[src/rtl/div_nrest_param.sv]
// Sequential non-restoring divider: one quotient bit per cycle, with signed and unsigned modes.
// Divide-by-zero and most-negative/-1 overflow are flagged alongside the result.
module div_nrest_param #(
  parameter int N = 8
) (
  input  logic         clk,
  input  logic         rst,
  input  logic         start,
  input  logic         signed_mode,
  input  logic [N-1:0] dividend,
  input  logic [N-1:0] divisor,
  output logic         busy,
  output logic         done,
  output logic [N-1:0] quotient,
  output logic [N-1:0] remainder,
  output logic         div_by_zero,
  output logic         ovf
);

  localparam int CW = $clog2(N + 1);
  localparam logic [N-1:0] ONE      = N'(1);
  localparam logic [N-1:0] MOST_NEG = {1'b1, {(N-1){1'b0}}};

  typedef enum logic [1:0] {IDLE, RUN, CORR, DONE} state_t;

  state_t               state;
  logic [CW-1:0]        cnt;
  logic signed [N:0]    acc;
  logic [N-1:0]         q_reg;
  logic [N-1:0]         m_reg;
  logic                 q_neg;
  logic                 r_neg;
  logic                 ovf_pend;

  logic signed [N:0]    m_ext;
  logic signed [N:0]    acc_sh;
  logic signed [N:0]    acc_nx;
  logic [N-1:0]         rem_mag;

  function automatic logic [N-1:0] mag(input logic [N-1:0] v, input logic sm);
    return (sm && v[N-1]) ? (~v + ONE) : v;
  endfunction

  function automatic logic [N-1:0] cneg(input logic [N-1:0] v, input logic neg);
    return neg ? (~v + ONE) : v;
  endfunction

  // One non-restoring step; the partial remainder stays in [-M, M) so N+1 bits suffice.
  always_comb begin
    m_ext   = {1'b0, m_reg};
    acc_sh  = {acc[N-1:0], q_reg[N-1]};
    acc_nx  = acc[N] ? (acc_sh + m_ext) : (acc_sh - m_ext);
    rem_mag = acc[N] ? (acc[N-1:0] + m_reg) : acc[N-1:0];
  end

  // Datapath registers: no reset, their contents only matter once an operation is accepted.
  always_ff @(posedge clk) begin
    case (state)
      IDLE: begin
        if (start) begin
          acc      <= '0;
          q_reg    <= mag(dividend, signed_mode);
          m_reg    <= mag(divisor, signed_mode);
          q_neg    <= signed_mode & (dividend[N-1] ^ divisor[N-1]);
          r_neg    <= signed_mode & dividend[N-1];
          ovf_pend <= signed_mode && (dividend == MOST_NEG) && (divisor == {N{1'b1}});
        end
      end
      RUN: begin
        acc   <= acc_nx;
        q_reg <= {q_reg[N-2:0], ~acc_nx[N]};
      end
      default: ;
    endcase
  end

  // Control FSM with registered status and result outputs.
  always_ff @(posedge clk) begin
    if (rst) begin
      state       <= IDLE;
      cnt         <= '0;
      busy        <= 1'b0;
      done        <= 1'b0;
      quotient    <= '0;
      remainder   <= '0;
      div_by_zero <= 1'b0;
      ovf         <= 1'b0;
    end else begin
      case (state)
        IDLE: begin
          done <= 1'b0;
          if (start) begin
            busy <= 1'b1;
            cnt  <= CW'(N);
            if (divisor == '0) begin
              state       <= DONE;
              done        <= 1'b1;
              quotient    <= '1;
              remainder   <= dividend;
              div_by_zero <= 1'b1;
              ovf         <= 1'b0;
            end else begin
              state <= RUN;
            end
          end
        end
        RUN: begin
          cnt <= cnt - CW'(1);
          if (cnt == CW'(1)) state <= CORR;
        end
        CORR: begin
          quotient    <= cneg(q_reg, q_neg);
          remainder   <= cneg(rem_mag, r_neg);
          div_by_zero <= 1'b0;
          ovf         <= ovf_pend;
          done        <= 1'b1;
          state       <= DONE;
        end
        DONE: begin
          done  <= 1'b0;
          busy  <= 1'b0;
          state <= IDLE;
        end
        default: state <= IDLE;
      endcase
    end
  end

endmodule

[config.mk]
export PLATFORM = sky130hd
export DESIGN_NAME = div_nrest_param
export DESIGN_NICKNAME = d
export VERILOG_FILES = /design/src/rtl/div_nrest_param.sv
export SDC_FILE = /design/constraint.sdc
export NUM_CORES = 1
export LEC_CHECK = 0
export ABC_AREA = 0
export CORE_MARGIN = 4
export CORE_UTILIZATION = 40
export DETAILED_ROUTE_END_ITERATION = 8
export GPL_ROUTABILITY_DRIVEN = 0
export GPL_TIMING_DRIVEN = 0
export HOLD_SLACK_MARGIN = 0.1
export PLACE_DENSITY = 0.65
export SYNTH_ARGS = -nofsm -noshare
export SYNTH_HDL_FRONTEND = slang
export SYNTH_SLANG_ARGS = --single-unit
[constraint.sdc]
create_clock -name clk -period 6.5 [get_ports clk]
set_input_delay 1.3 -clock clk [delete_from_list [all_inputs] [get_ports clk]]
set_output_delay 1.3 -clock clk [all_outputs]
set_load 0.01 [all_outputs]
== Yosys cells after proc, flatten, opt, wreduce, memory -nomap -nowiden ==
Index checks and enable logic that the tools add are counted.
Storage, ports and cells
  bits in registers: 54
  input port bits: 20
  output and inout bits: 20
Cells by class
  $add $sub $neg: 8
  equal/unequal tests: 9
  multiplexer cells: 33
  bitwise operators: 8
  reductions and logical operators: 15
Operators with widths (number)
  8-bit 2-to-1 mux: 10
  8-bit case mux with 2 select lines: 3
  8-bit by 1-bit adder with 8-bit output (second input constant): 4
  8-bit NOT: 4
  9-bit 2-to-1 mux: 2
  9-bit case mux with 2 select lines: 1
  8-bit == test (second input constant): 2
  9-bit adder: 1
  9-bit subtractor: 1
  8-bit adder: 1
  8-bit zero test: 1
  2-bit case mux with 4 select lines: 1
  4-bit case mux with 2 select lines: 1
  2-bit AND reduction: 4
  1-bit 2-to-1 mux: 7
  2-bit 2-to-1 mux: 3
  2-bit inequality test (second input constant): 3
  1-bit case mux with 2 select lines: 3
  2-bit nonzero test: 3
  2-bit == test (second input constant): 2
  4-bit by 1-bit == test with 1-bit output (second input constant): 1
  1-bit logical AND: 4
  4-bit 2-to-1 mux: 1
  4-bit by 1-bit subtractor with 4-bit output (second input constant): 1
  8 further kinds: 9

== Depth between registers and ports, before layout ==
Gate-level depths: netlist of run 1.
  word-level depth: 6
  mapped depth: 12
  mapped depth without buffers: 12

== Least setup slack after synthesis of run 1 ==
Ideal clock, no wire load.
  path kind: reg2reg
  start point: register acc[8]
  end point: register q_reg[0] (data pin)
  setup time: 260 ps
  arrival time: 2684 ps
  slack: 3556 ps
  cell stages (with the launch flop): 12
  period minus slack after synthesis: 2944 ps
  path through: edfxtp_1 buf_2 buf_1 mux2_2 fa_1 a21o_1 a21o_1 nand2_1 nand2_1 a31oi_1 xnor2_1 mux2_2
Between the ends
  word-level cells in the longest chain between the ends: 3
Ends and longest elaborated chain
  from (decl): line 28  | logic signed [N:0] acc;
  from (signal assigned): line 70  | acc <= acc_nx;
  9-bit 2-to-1 mux: line 52  | acc_nx = acc[N] ? (acc_sh + m_ext) : (acc_sh - m_ext);
  1-bit NOT: line 71  | q_reg <= {q_reg[N-2:0], ~acc_nx[N]};
  8-bit case mux with 2 select lines: line 58  | case (state)
  to (signal assigned): line 62  | q_reg <= mag(dividend, signed_mode);
  to (signal assigned): line 71
  to (decl): line 29  | logic [N-1:0] q_reg;
Every way passes these cells.
A chain may end at the register's enable or synchronous reset.

== Worst setup path after layout of run 1 ==
  start point: input divisor[2]
  end point: register quotient[0]
Between the ends
  word-level cells in the longest chain between the ends: 3
Ends and longest elaborated chain
  from (decl): line 11  | input logic [N-1:0] divisor,
  8-bit zero test: line 95  | if (divisor == '0) begin
  2-bit inequality test (no line)
  3-bit AND reduction (no line)
  to (signal assigned): line 112  | quotient <= cneg(q_reg, q_neg);
  to (decl): line 14  | output logic [N-1:0] quotient,
Every way passes these cells.

==> results of run 1 <==
how the worst max path moves through the flow:
stage / from / slack, ns / end
after floorplan: acc[8]$_SDFFCE_PN0P_ / 3.56 / q_reg[0]$_DFFE_PP_
after global placement: divisor[2] / 2.46 / quotient[0]$_SDFFE_PP0P_
after detailed placement: divisor[2] / 2.43 / quotient[0]$_SDFFE_PP0P_
after CTS: divisor[2] / 2.76 / quotient[0]$_SDFFE_PP0P_
after global routing: divisor[2] / 2.42 / quotient[4]$_SDFFE_PP0P_
final: divisor[2] / 2.73 / quotient[0]$_SDFFE_PP0P_
power breakdown:
group          switching [W]  internal, W
sequential          0.000134     0.000539
clock               0.000119     0.000117
combinational       0.000676     0.000580
total               0.000929      0.00124
routing by layer:
| metal | wire, um | share of wire, % | up-vias | global-route usage (%) |
|---|---|---|---|---|
| li1 | - | - | 1503 | - |
| met1 | 3670 | 46 | 1337 | 22.0 |
| met2 | 3800 | 47 | 63 | 26.7 |
| met3 | 438 | 5.5 | 8 | 2.73 |
| met4 | 110 | 1.4 | 0 | 5.15 |
| met5 | 0 | 0 | - | 0 |
cells in the mapped netlist (3+ instances only):
master	count
sky130_fd_sc_hd__nand2b_1	8
sky130_fd_sc_hd__o22ai_1	10
sky130_fd_sc_hd__nand3_1	4
sky130_fd_sc_hd__dfxtp_1	26
sky130_fd_sc_hd__inv_1	18
sky130_fd_sc_hd__a21oi_1	24
sky130_fd_sc_hd__o21ai_0	19
sky130_fd_sc_hd__edfxtp_1	28
sky130_fd_sc_hd__or3_1	4
sky130_fd_sc_hd__nor2_1	61
sky130_fd_sc_hd__ha_1	28
sky130_fd_sc_hd__clkbuf_1	8
sky130_fd_sc_hd__nor2b_1	3
sky130_fd_sc_hd__o31ai_1	5
sky130_fd_sc_hd__a21o_1	3
sky130_fd_sc_hd__a31oi_1	6
sky130_fd_sc_hd__and2_1	7
sky130_fd_sc_hd__a211oi_1	5
sky130_fd_sc_hd__xnor2_1	21
sky130_fd_sc_hd__mux2i_1	6
sky130_fd_sc_hd__nor3_1	9
sky130_fd_sc_hd__a22oi_1	4
sky130_fd_sc_hd__xor2_1	18
sky130_fd_sc_hd__nand2_1	38
sky130_fd_sc_hd__nor3b_1	4
sky130_fd_sc_hd__mux2_2	3
metrics by stage:
step                      utilization [%]  instances
after global routing                 48.3        552
after global placement               47.0        544
after detailed placement             47.0        544
after floorplan                         -        398
final                                48.3        552
after CTS                            48.3        552
cell type report:
class                           instances  area, um^2
Fill cell                             853        4490
Clock buffer                            5        68.8
Tap cell                              108         135
Buffer                                 10        38.8
Timing Repair Buffer                   38         380
Multi-Input combinational cell        316        2090
Sequential cell                        54        1360
Clock inverter                          3        47.5
Inverter                               18        67.6
worst max-delay path, delay by kind of cell:
family,cells,cell delay (ns)
compound gates,1,0.17
simple gates,5,1.60
buf+inv,2,0.97
cells by family after synthesis:
logic type | Yosys count | synth area share [%]
xor+xnor | 40 | 10.2
flops | 54 | 38.2
buf+inv | 28 | 2.99
compound gates | 90 | 16.0
mux | 10 | 3.06
simple gates | 146 | 18.5
fa+ha+maj | 30 | 11.0
==> impl_metrics.yaml, run 1 <==
outcome:
  run_status: "finished, final reports clean"
worst_hold_path:
  worst_hold_startpoint: "remainder[0]$_SDFFE_PP0P_"
  hold_end: "remainder[0]$_SDFFE_PP0P_"
  worst_hold_path.num_cells: 2
  hp-class: "reg2reg"
floorplan:
  placementRows: 34
  chipWidth_um: 102
  core_region_area_mm2: 0.00868
  initial_core_util_pct: 41.0
  die_area_mm2: 0.0105
  io-pin-count: 40
  die-height_um: 102
finish:
  regMostFlops: "acc"
  share_of_final_layout_standard_cells_stronger_than_drive_strength_1_pct: 3.60
  layout_common_cells: "sky130_fd_sc_hd__nor2_1, sky130_fd_sc_hd__nand2_1, sky130_fd_sc_hd__clkdlybuf4s50_1"
  final_nets: 493
  finish.instance_area_mm2: 0.00419
  largest_reg_flops: 9
  syn_to_final_growth_pct: 17.8
  antenna_cells: 0
  layout_commonest_cell: "sky130_fd_sc_hd__nor2_1"
clock_tree:
  clock_tree.htree_level_count: 2
  cts_root_buffer: "sky130_fd_sc_hd__clkbuf_8"
  post_cts_hold_buffer_count: 0
  cts_tree: "done"
  post_cts.repair.setup_buffers: 0
  clk_path_buf_depth: 2
  skew_pair_late_insertion_delay_ns: 0.32
  tritoncts.num_buffers: 5
  cts_resized: 0
  clock_transition_time_at_the_flip_flop_clock_pins_of_the_worst_setup_and_hold_paths_ns: 0.11
  cts.sink_count: 54
placement:
  post_place_instance_area_mm2: 0.00408
  port_buffers: 38
  detailed_placer_s_ending_hpwl_um: 6310
  preCtsSetupSlack_ns: 2.43
synth:
  post_synth_edffs: 28
  seq_area_frac_synth_pct: 38.2
  synthesis.nets: 448
  postSynth.asyncResetShare_pct: 0
  synth-seq-cells: 54
  netlist.top_cell.by_area: "sky130_fd_sc_hd__edfxtp_1"
  post_synth_top_area_share_pct: 23.6
  yosys.cell_types.count: 50
  yosys-top-cells-area: "sky130_fd_sc_hd__edfxtp_1, sky130_fd_sc_hd__dfxtp_1, sky130_fd_sc_hd__ha_1"
  netlist_instances: 398
  yosys_warnings: 0
  synth_area_mm2: 0.00356
  synthFlopType: "sky130_fd_sc_hd__edfxtp_1"
  avgSynthCellArea_um2: 8.94
pwr:
  power_leakage_nw: 1.63
  power_density_mw_per_mm2: 516
  design_power_total_w: 0.00216
  max-vdd-ir-drop_mv: 0.220
global_routing:
  grt_overflow_total: 0
  wire_length_of_the_first_global_routing_pass_um: 13400
  grt_start_max_net_pins: 19
  antenna_found_initial: 0
  grtUsageTotal_pct: 16.3
  grt_pass1_vias: 2774
drt:
  postRouteAntennaNets: 0
  first_iter_violations: 108
  via_count: 2911
  route.detailed.drc: 0
  route.detailed.vias_per_inst: 5.27
  drt-pass1-iter-count: 4
  detail_route.wl_per_cell_um: 14.5
  totalWireLength_um: 8020
timing:
  hold_viol_final: 0
  rsz0062_at_grt: "no"
  fin_setup_tns_ns: 0
  layout_setup_ws_ns: 2.73
  slew_headroom_pct: 50.4
  max_freq_ghz: 0.265
  setup-violations-final: 0
  maxSlewViolCount: 0
  finalWorstPathRequiredPeriod_ns: 3.77
  timing.clock.skew_ns: 0.0170
  timing.final.crit_share_pct: 58.0
  fin_hold_ws_ns: 0.473
  timing_worst_slew_pin_value_ns: 0.743
worst_setup_path:
  reg2reg_slack_ns: 3.10
  worst-r2r-cell-count: 11
  crit_slowest_cell: "sky130_fd_sc_hd__clkdlybuf4s50_1"
  r2r-start: "acc[8]$_SDFFCE_PN0P_"
  crit_required_ns: 6.76
  critical_path_class: "in2reg"
  startpoint_type: "primary input"
  cpMostUsedCell: "sky130_fd_sc_hd__nor2_1"
  cp-end-kind: "register"
  cp_max_fo: 10
  arrival_ns: 4.04
  worst_r2r_end: "q_reg[0]$_DFFE_PP_"
  crit_path_max_incr_delay_ns: 0.49
  crit_path_cell_trace: "clkdlybuf4s50_1 -> nor3_1 -> nand4_1 -> and2_1 -> nor2_1 -> clkbuf_1 -> o22ai_1 -> nor2_1"
job:
  drv_cap: 0
Power figures use the tool's default switching activity.
==> run 2, diff against run 1 <==
==> constraint.sdc (replaced) <==
create_clock -name clk -period 3.5 [get_ports clk]
set_input_delay 0.7 -clock clk [delete_from_list [all_inputs] [get_ports clk]]
set_output_delay 0.7 -clock clk [all_outputs]
set_load 0.01 [all_outputs]
==> run 2 against run 1 <==
Against the previous run:
- hold slack got worse by 0.0040 ns
- combinational power increased by 86%
- core utilization about the same
- clock-buffer cell count unchanged
- design area about the same
- sequential power increased by 86%
==> impl_metrics.yaml, run 2 (synthesized netlist as in run 1, its figures left out) <==
worst_setup_path:
  worst-r2r-cell-count: 11
  r2r-start: "acc[8]$_SDFFCE_PN0P_"
  cp_max_fo: 10
  startpoint_type: "register"
  crit_path_max_incr_delay_ns: 0.44
  crit_slowest_cell: "sky130_fd_sc_hd__fa_1"
  cp-startpoint: "acc[8]$_SDFFCE_PN0P_"
  critical-path-top-delay-family: "multiplexers"
  arrival_ns: 3.32
  cp-end-kind: "register"
  crit_required_ns: 3.59
  critPathBufInv: 2
  crit_path_cell_trace: "buf_2 -> clkbuf_2 -> mux2_2 -> fa_1 -> a21o_1 -> a21o_1 -> nand2_1 -> nand2_1 -> a31oi_1 -> xnor2_1 -> mux2_2"
  path_depth: 11
  critical_path_class: "reg2reg"
clock_tree:
  cts.sink_count: 54
  cts_root_buffer: "sky130_fd_sc_hd__clkbuf_8"
  cts_tree: "done"
  tritoncts.num_buffers: 5
  cts_resized: 0
  post_cts_hold_buffer_count: 0
  post_cts.repair.setup_buffers: 0
  clock_tree.htree_level_count: 2
  skew_pair_late_insertion_delay_ns: 0.32
  clk_path_buf_depth: 2
  clock_transition_time_at_the_flip_flop_clock_pins_of_the_worst_setup_and_hold_paths_ns: 0.11
pwr:
  design_power_total_w: 0.00402
  max-vdd-ir-drop_mv: 0.408
  power_density_mw_per_mm2: 959
  power_leakage_nw: 1.63
timing:
  max_freq_ghz: 0.309
  timing.final.crit_share_pct: 92.4
  fin_setup_tns_ns: 0
  maxSlewViolCount: 0
  setup-violations-final: 0
  hold_viol_final: 0
  timing_worst_slew_pin_value_ns: 0.737
  finalWorstPathRequiredPeriod_ns: 3.23
  slew_headroom_pct: 50.8
  timing.clock.skew_ns: 0.0168
  rsz0062_at_grt: "no"
drt:
  drt-pass1-iter-count: 4
  route.detailed.drc: 0
  postRouteAntennaNets: 0
  first_iter_violations: 121
  totalWireLength_um: 8020
  route.detailed.vias_per_inst: 5.26
  via_count: 2905
  detail_route.wl_per_cell_um: 14.5
floorplan:
  die_area_mm2: 0.0105
  io-pin-count: 40
  initial_core_util_pct: 41.0
  die-height_um: 102
  core_region_area_mm2: 0.00868
  chipWidth_um: 102
  placementRows: 34
global_routing:
  grt_overflow_total: 0
  antenna_found_initial: 0
  grt_start_max_net_pins: 19
  grtUsageTotal_pct: 16.3
  grt_pass1_vias: 2774
  wire_length_of_the_first_global_routing_pass_um: 13400
finish:
  layout_commonest_cell: "sky130_fd_sc_hd__nor2_1"
  layout_common_cells: "sky130_fd_sc_hd__nor2_1, sky130_fd_sc_hd__nand2_1, sky130_fd_sc_hd__clkdlybuf4s50_1"
  regMostFlops: "acc"
  final_nets: 493
  antenna_cells: 0
  largest_reg_flops: 9
  syn_to_final_growth_pct: 17.8
  share_of_final_layout_standard_cells_stronger_than_drive_strength_1_pct: 3.83
placement:
  detailed_placer_s_ending_hpwl_um: 6310
  port_buffers: 38
outcome:
  run_status: "finished, final reports clean"
worst_hold_path:
  worst_hold_startpoint: "remainder[0]$_SDFFE_PP0P_"
  worst_hold_path.num_cells: 2
  hp-class: "reg2reg"
job:
  drv_cap: 0
[run 2: changes by cell type in the layout (fill, tap and decap cells not counted)]
cell                       before  now
sky130_fd_sc_hd__buf_1          1    0
sky130_fd_sc_hd__clkbuf_2       0    1
[run 2: power by group]
group | leakage (nW) | internal (W) | switching [W]
Clock | 0.0587 | 0.000217 | 0.000219
Combinational | 1.08 | 0.00108 | 0.00126
Sequential | 0.490 | 0.00100 | 0.000247
[run 2: worst paths after layout]
check,endpoint,slack [ns]
setup / recovery,q_reg[0]$_DFFE_PP_,0.27
hold / removal,remainder[0]$_SDFFE_PP0P_,0.47
setup reg to reg,q_reg[0]$_DFFE_PP_,0.27
hold reg to reg,remainder[0]$_SDFFE_PP0P_,0.47
[run 2: routing by layer]
| layer | vias up | part of all wire, % | track usage, % |
|---|---|---|---|
| li1 | 1503 | - | - |
| met1 | 1318 | 45 | 22.0 |
| met2 | 74 | 47 | 26.7 |
| met3 | 10 | 6.8 | 2.73 |
| met4 | 0 | 1.8 | 5.15 |
| met5 | - | 0 | 0 |
[run 2: stage by stage]
stage | hold WS, ns | cell area (um^2) | util (%) | setup slack [ns] | cells
2_1_floorplan | 0.470 | 3560 | - | 0.556 | 398
3_3_place_gp | 0.453 | 4080 | 47.0 | 0.0642 | 544
3_5_place_dp | 0.452 | 4080 | 47.0 | 0.0297 | 544
4_1_cts | 0.467 | 4190 | 48.3 | 0.109 | 552
5_1_grt | 0.511 | 4190 | 48.3 | 0.0229 | 552
6_report | 0.469 | 4190 | 48.3 | 0.265 | 552
[run 2: layout make-up]
class / instances / area (um^2)
tap: 108 / 135
timing repair buffer: 38 / 380
multi-input combinational: 316 / 2090
fill: 852 / 4490
buffer: 10 / 40.0
inverter: 18 / 67.6
sequential: 54 / 1360
clock buffer: 5 / 68.8
clock inverter: 3 / 47.5
[run 2: worst min-delay path: stages, from the launching register on]
cell and delay (ns):
sky130_fd_sc_hd__dfxtp_1 0.33, sky130_fd_sc_hd__nand2_1 0.05, sky130_fd_sc_hd__a21oi_1 0.05
==> run 3, diff against run 2 <==
--- a/config.mk
+++ b/config.mk
@@ -8,6 +8,7 @@
 export ABC_AREA = 0
 export CORE_MARGIN = 4
 export CORE_UTILIZATION = 40
+export CTS_CLUSTER_SIZE = 30
 export DETAILED_ROUTE_END_ITERATION = 8
 export GPL_ROUTABILITY_DRIVEN = 0
 export GPL_TIMING_DRIVEN = 0
==> constraint.sdc (replaced) <==
create_clock -name clk -period 3 [get_ports clk]
set_input_delay 0.6 -clock clk [delete_from_list [all_inputs] [get_ports clk]]
set_output_delay 0.6 -clock clk [all_outputs]
set_load 0.01 [all_outputs]
==> run 3 against run 2 <==
Against the previous run:
- combinational power grew 28%
- first-iteration DRC count is 24% higher
- final cell count is 1.1% higher
- clock-buffer cell count stayed put
- fmax grew 13%
- critical path type unchanged
- largest power group unchanged
==> impl_metrics.yaml, run 3 (synthesized netlist as in run 1, its figures left out) <==
outcome:
  run_status: "finished, final reports clean"
finish:
  layout.filler_cells: 852
  syn_to_final_growth_pct: 20.9
  final_cell_count_no_fill: 558
  layout_common_cells: "sky130_fd_sc_hd__nor2_1, sky130_fd_sc_hd__nand2_1, sky130_fd_sc_hd__clkdlybuf4s50_1"
  layout_commonest_cell: "sky130_fd_sc_hd__nor2_1"
  antenna_cells: 0
  share_of_final_layout_standard_cells_stronger_than_drive_strength_1_pct: 7.56
  largest_reg_flops: 9
  regMostFlops: "acc"
  final_nets: 499
  finish.instance_area_mm2: 0.00430
worst_setup_path:
  crit_required_ns: 3.09
  arrival_ns: 2.96
  cp_max_fo: 5
  cp-end-kind: "register"
  critical_path_class: "reg2reg"
  startpoint_type: "register"
drt:
  first_iter_violations: 150
  route.detailed.drc: 0
  route.detailed.vias_per_inst: 5.28
  postRouteAntennaNets: 0
  detail_route.wl_per_cell_um: 14.9
  drt-pass1-iter-count: 4
  totalWireLength_um: 8290
  via_count: 2949
timing:
  setup-violations-final: 0
  rsz0062_at_grt: "yes"
  fin_setup_tns_ns: 0
  timing.final.crit_share_pct: 95.6
  hold_viol_final: 0
  fin_hold_ws_ns: 0.466
  max_freq_ghz: 0.349
  finalWorstPathRequiredPeriod_ns: 2.87
  slew_headroom_pct: 50.9
  maxSlewViolCount: 0
  timing_worst_slew_pin_value_ns: 0.736
  timing.clock.skew_ns: 0.0172
job:
  drv_cap: 0
clock_tree:
  clk_path_buf_depth: 2
  clock_tree.htree_level_count: 2
  clock_transition_time_at_the_flip_flop_clock_pins_of_the_worst_setup_and_hold_paths_ns: 0.11
  post_cts_hold_buffer_count: 0
  cts.sink_count: 54
  tritoncts.num_buffers: 5
  skew_pair_late_insertion_delay_ns: 0.32
  cts_tree: "done"
  cts_root_buffer: "sky130_fd_sc_hd__clkbuf_8"
placement:
  post_place_instance_area_mm2: 0.00408
  dp.cells: 544
  port_buffers: 38
  detailed_placer_s_ending_hpwl_um: 6310
floorplan:
  die_area_mm2: 0.0105
  chipWidth_um: 102
  initial_core_util_pct: 41.0
  core_region_area_mm2: 0.00868
  placementRows: 34
  die-height_um: 102
  io-pin-count: 40
global_routing:
  antenna_found_initial: 0
  grtUsageTotal_pct: 16.4
  grt_start_max_net_pins: 19
  wire_length_of_the_first_global_routing_pass_um: 13500
  grt_overflow_total: 0
  grt_pass1_vias: 2783
pwr:
  max-vdd-ir-drop_mv: 0.474
  power_leakage_nw: 1.68
  power_density_mw_per_mm2: 1150
  design_power_total_w: 0.00496
worst_hold_path:
  hp-class: "reg2reg"
## run 3: cell types whose count changed in the layout (fill, tap and decap cells not counted), moves of 2 or more
cell                      delta
sky130_fd_sc_hd__a31oi_1     -2
sky130_fd_sc_hd__fa_2        +2
sky130_fd_sc_hd__buf_4       +7
sky130_fd_sc_hd__fa_1        -2
## run 3: metal layers
| metal | routed length (um) | vias up | part of all wire (%) | track usage (%) |
|---|---|---|---|---|
| met3 | 490 | 8 | 5.9 | 2.73 |
| met5 | 0 | - | 0 | 0 |
| met4 | 123 | 0 | 1.5 | 4.74 |
| met2 | 3940 | 65 | 48 | 26.9 |
| li1 | - | 1515 | - | - |
| met1 | 3740 | 1361 | 45 | 22.2 |
## run 3: worst paths after layout
| kind | from | end | slack (ns) | cells after the start |
|---|---|---|---|---|
| worst min register to register | remainder[0]$_SDFFE_PP0P_ | remainder[0]$_SDFFE_PP0P_ | 0.47 | 2 |
| worst max register to register | m_reg[0]$_DFFE_PP_ | q_reg[0]$_DFFE_PP_ | 0.13 | 11 |
| worst min-delay path | remainder[0]$_SDFFE_PP0P_ | remainder[0]$_SDFFE_PP0P_ | 0.47 | 2 |
| worst max-delay path | m_reg[0]$_DFFE_PP_ | q_reg[0]$_DFFE_PP_ | 0.13 | 11 |
## run 3: critical path, stage by stage, from the launching register on
cell	delay, ns
sky130_fd_sc_hd__edfxtp_1	0.48
sky130_fd_sc_hd__inv_1	0.08
sky130_fd_sc_hd__ha_1	0.28
sky130_fd_sc_hd__mux2_2	0.29
sky130_fd_sc_hd__fa_2	0.38
sky130_fd_sc_hd__a21o_1	0.17
sky130_fd_sc_hd__a21o_1	0.18
sky130_fd_sc_hd__nand2_1	0.09
sky130_fd_sc_hd__nand2_1	0.10
sky130_fd_sc_hd__a31oi_4	0.20
sky130_fd_sc_hd__xnor2_2	0.12
sky130_fd_sc_hd__mux2_2	0.27
## run 3: final cells by class
class | count | area [um^2] | area share (%)
plain buffers | 10 | 50.0 | 1.16
clock buffers | 5 | 68.8 | 1.60
clock inverters | 3 | 47.5 | 1.10
inverters | 18 | 67.6 | 1.57
multi-input cells | 316 | 2150 | 49.9
flip-flops and latches | 54 | 1360 | 31.6
well taps | 108 | 135 | 3.14
repair buffers | 44 | 425 | 9.88
## run 3: report_power, final
group          internal (W)  switching (W)  total [W]
sequential          0.00117       0.000277    0.00144
clock              0.000253       0.000260   0.000513
combinational       0.00141        0.00159    0.00300
## run 3: repair_timing
action                     in CTS  in global routing
buffers inserted                2                  4
pin swaps                       2                  7
setup endpoints to repair      13                 15
gates resized for setup         5                 11
## run 3: stage by stage
| step | utilization, % | worst slack, ns |
|---|---|---|
| 2_1_floorplan | - | 0.0564 |
| 3_3_place_gp | 47.0 | -0.336 |
| 3_5_place_dp | 47.0 | -0.370 |
| 4_1_cts | 48.6 | 0.0332 |
| 5_1_grt | 49.6 | -0.0191 |
| 6_report | 49.6 | 0.132 |
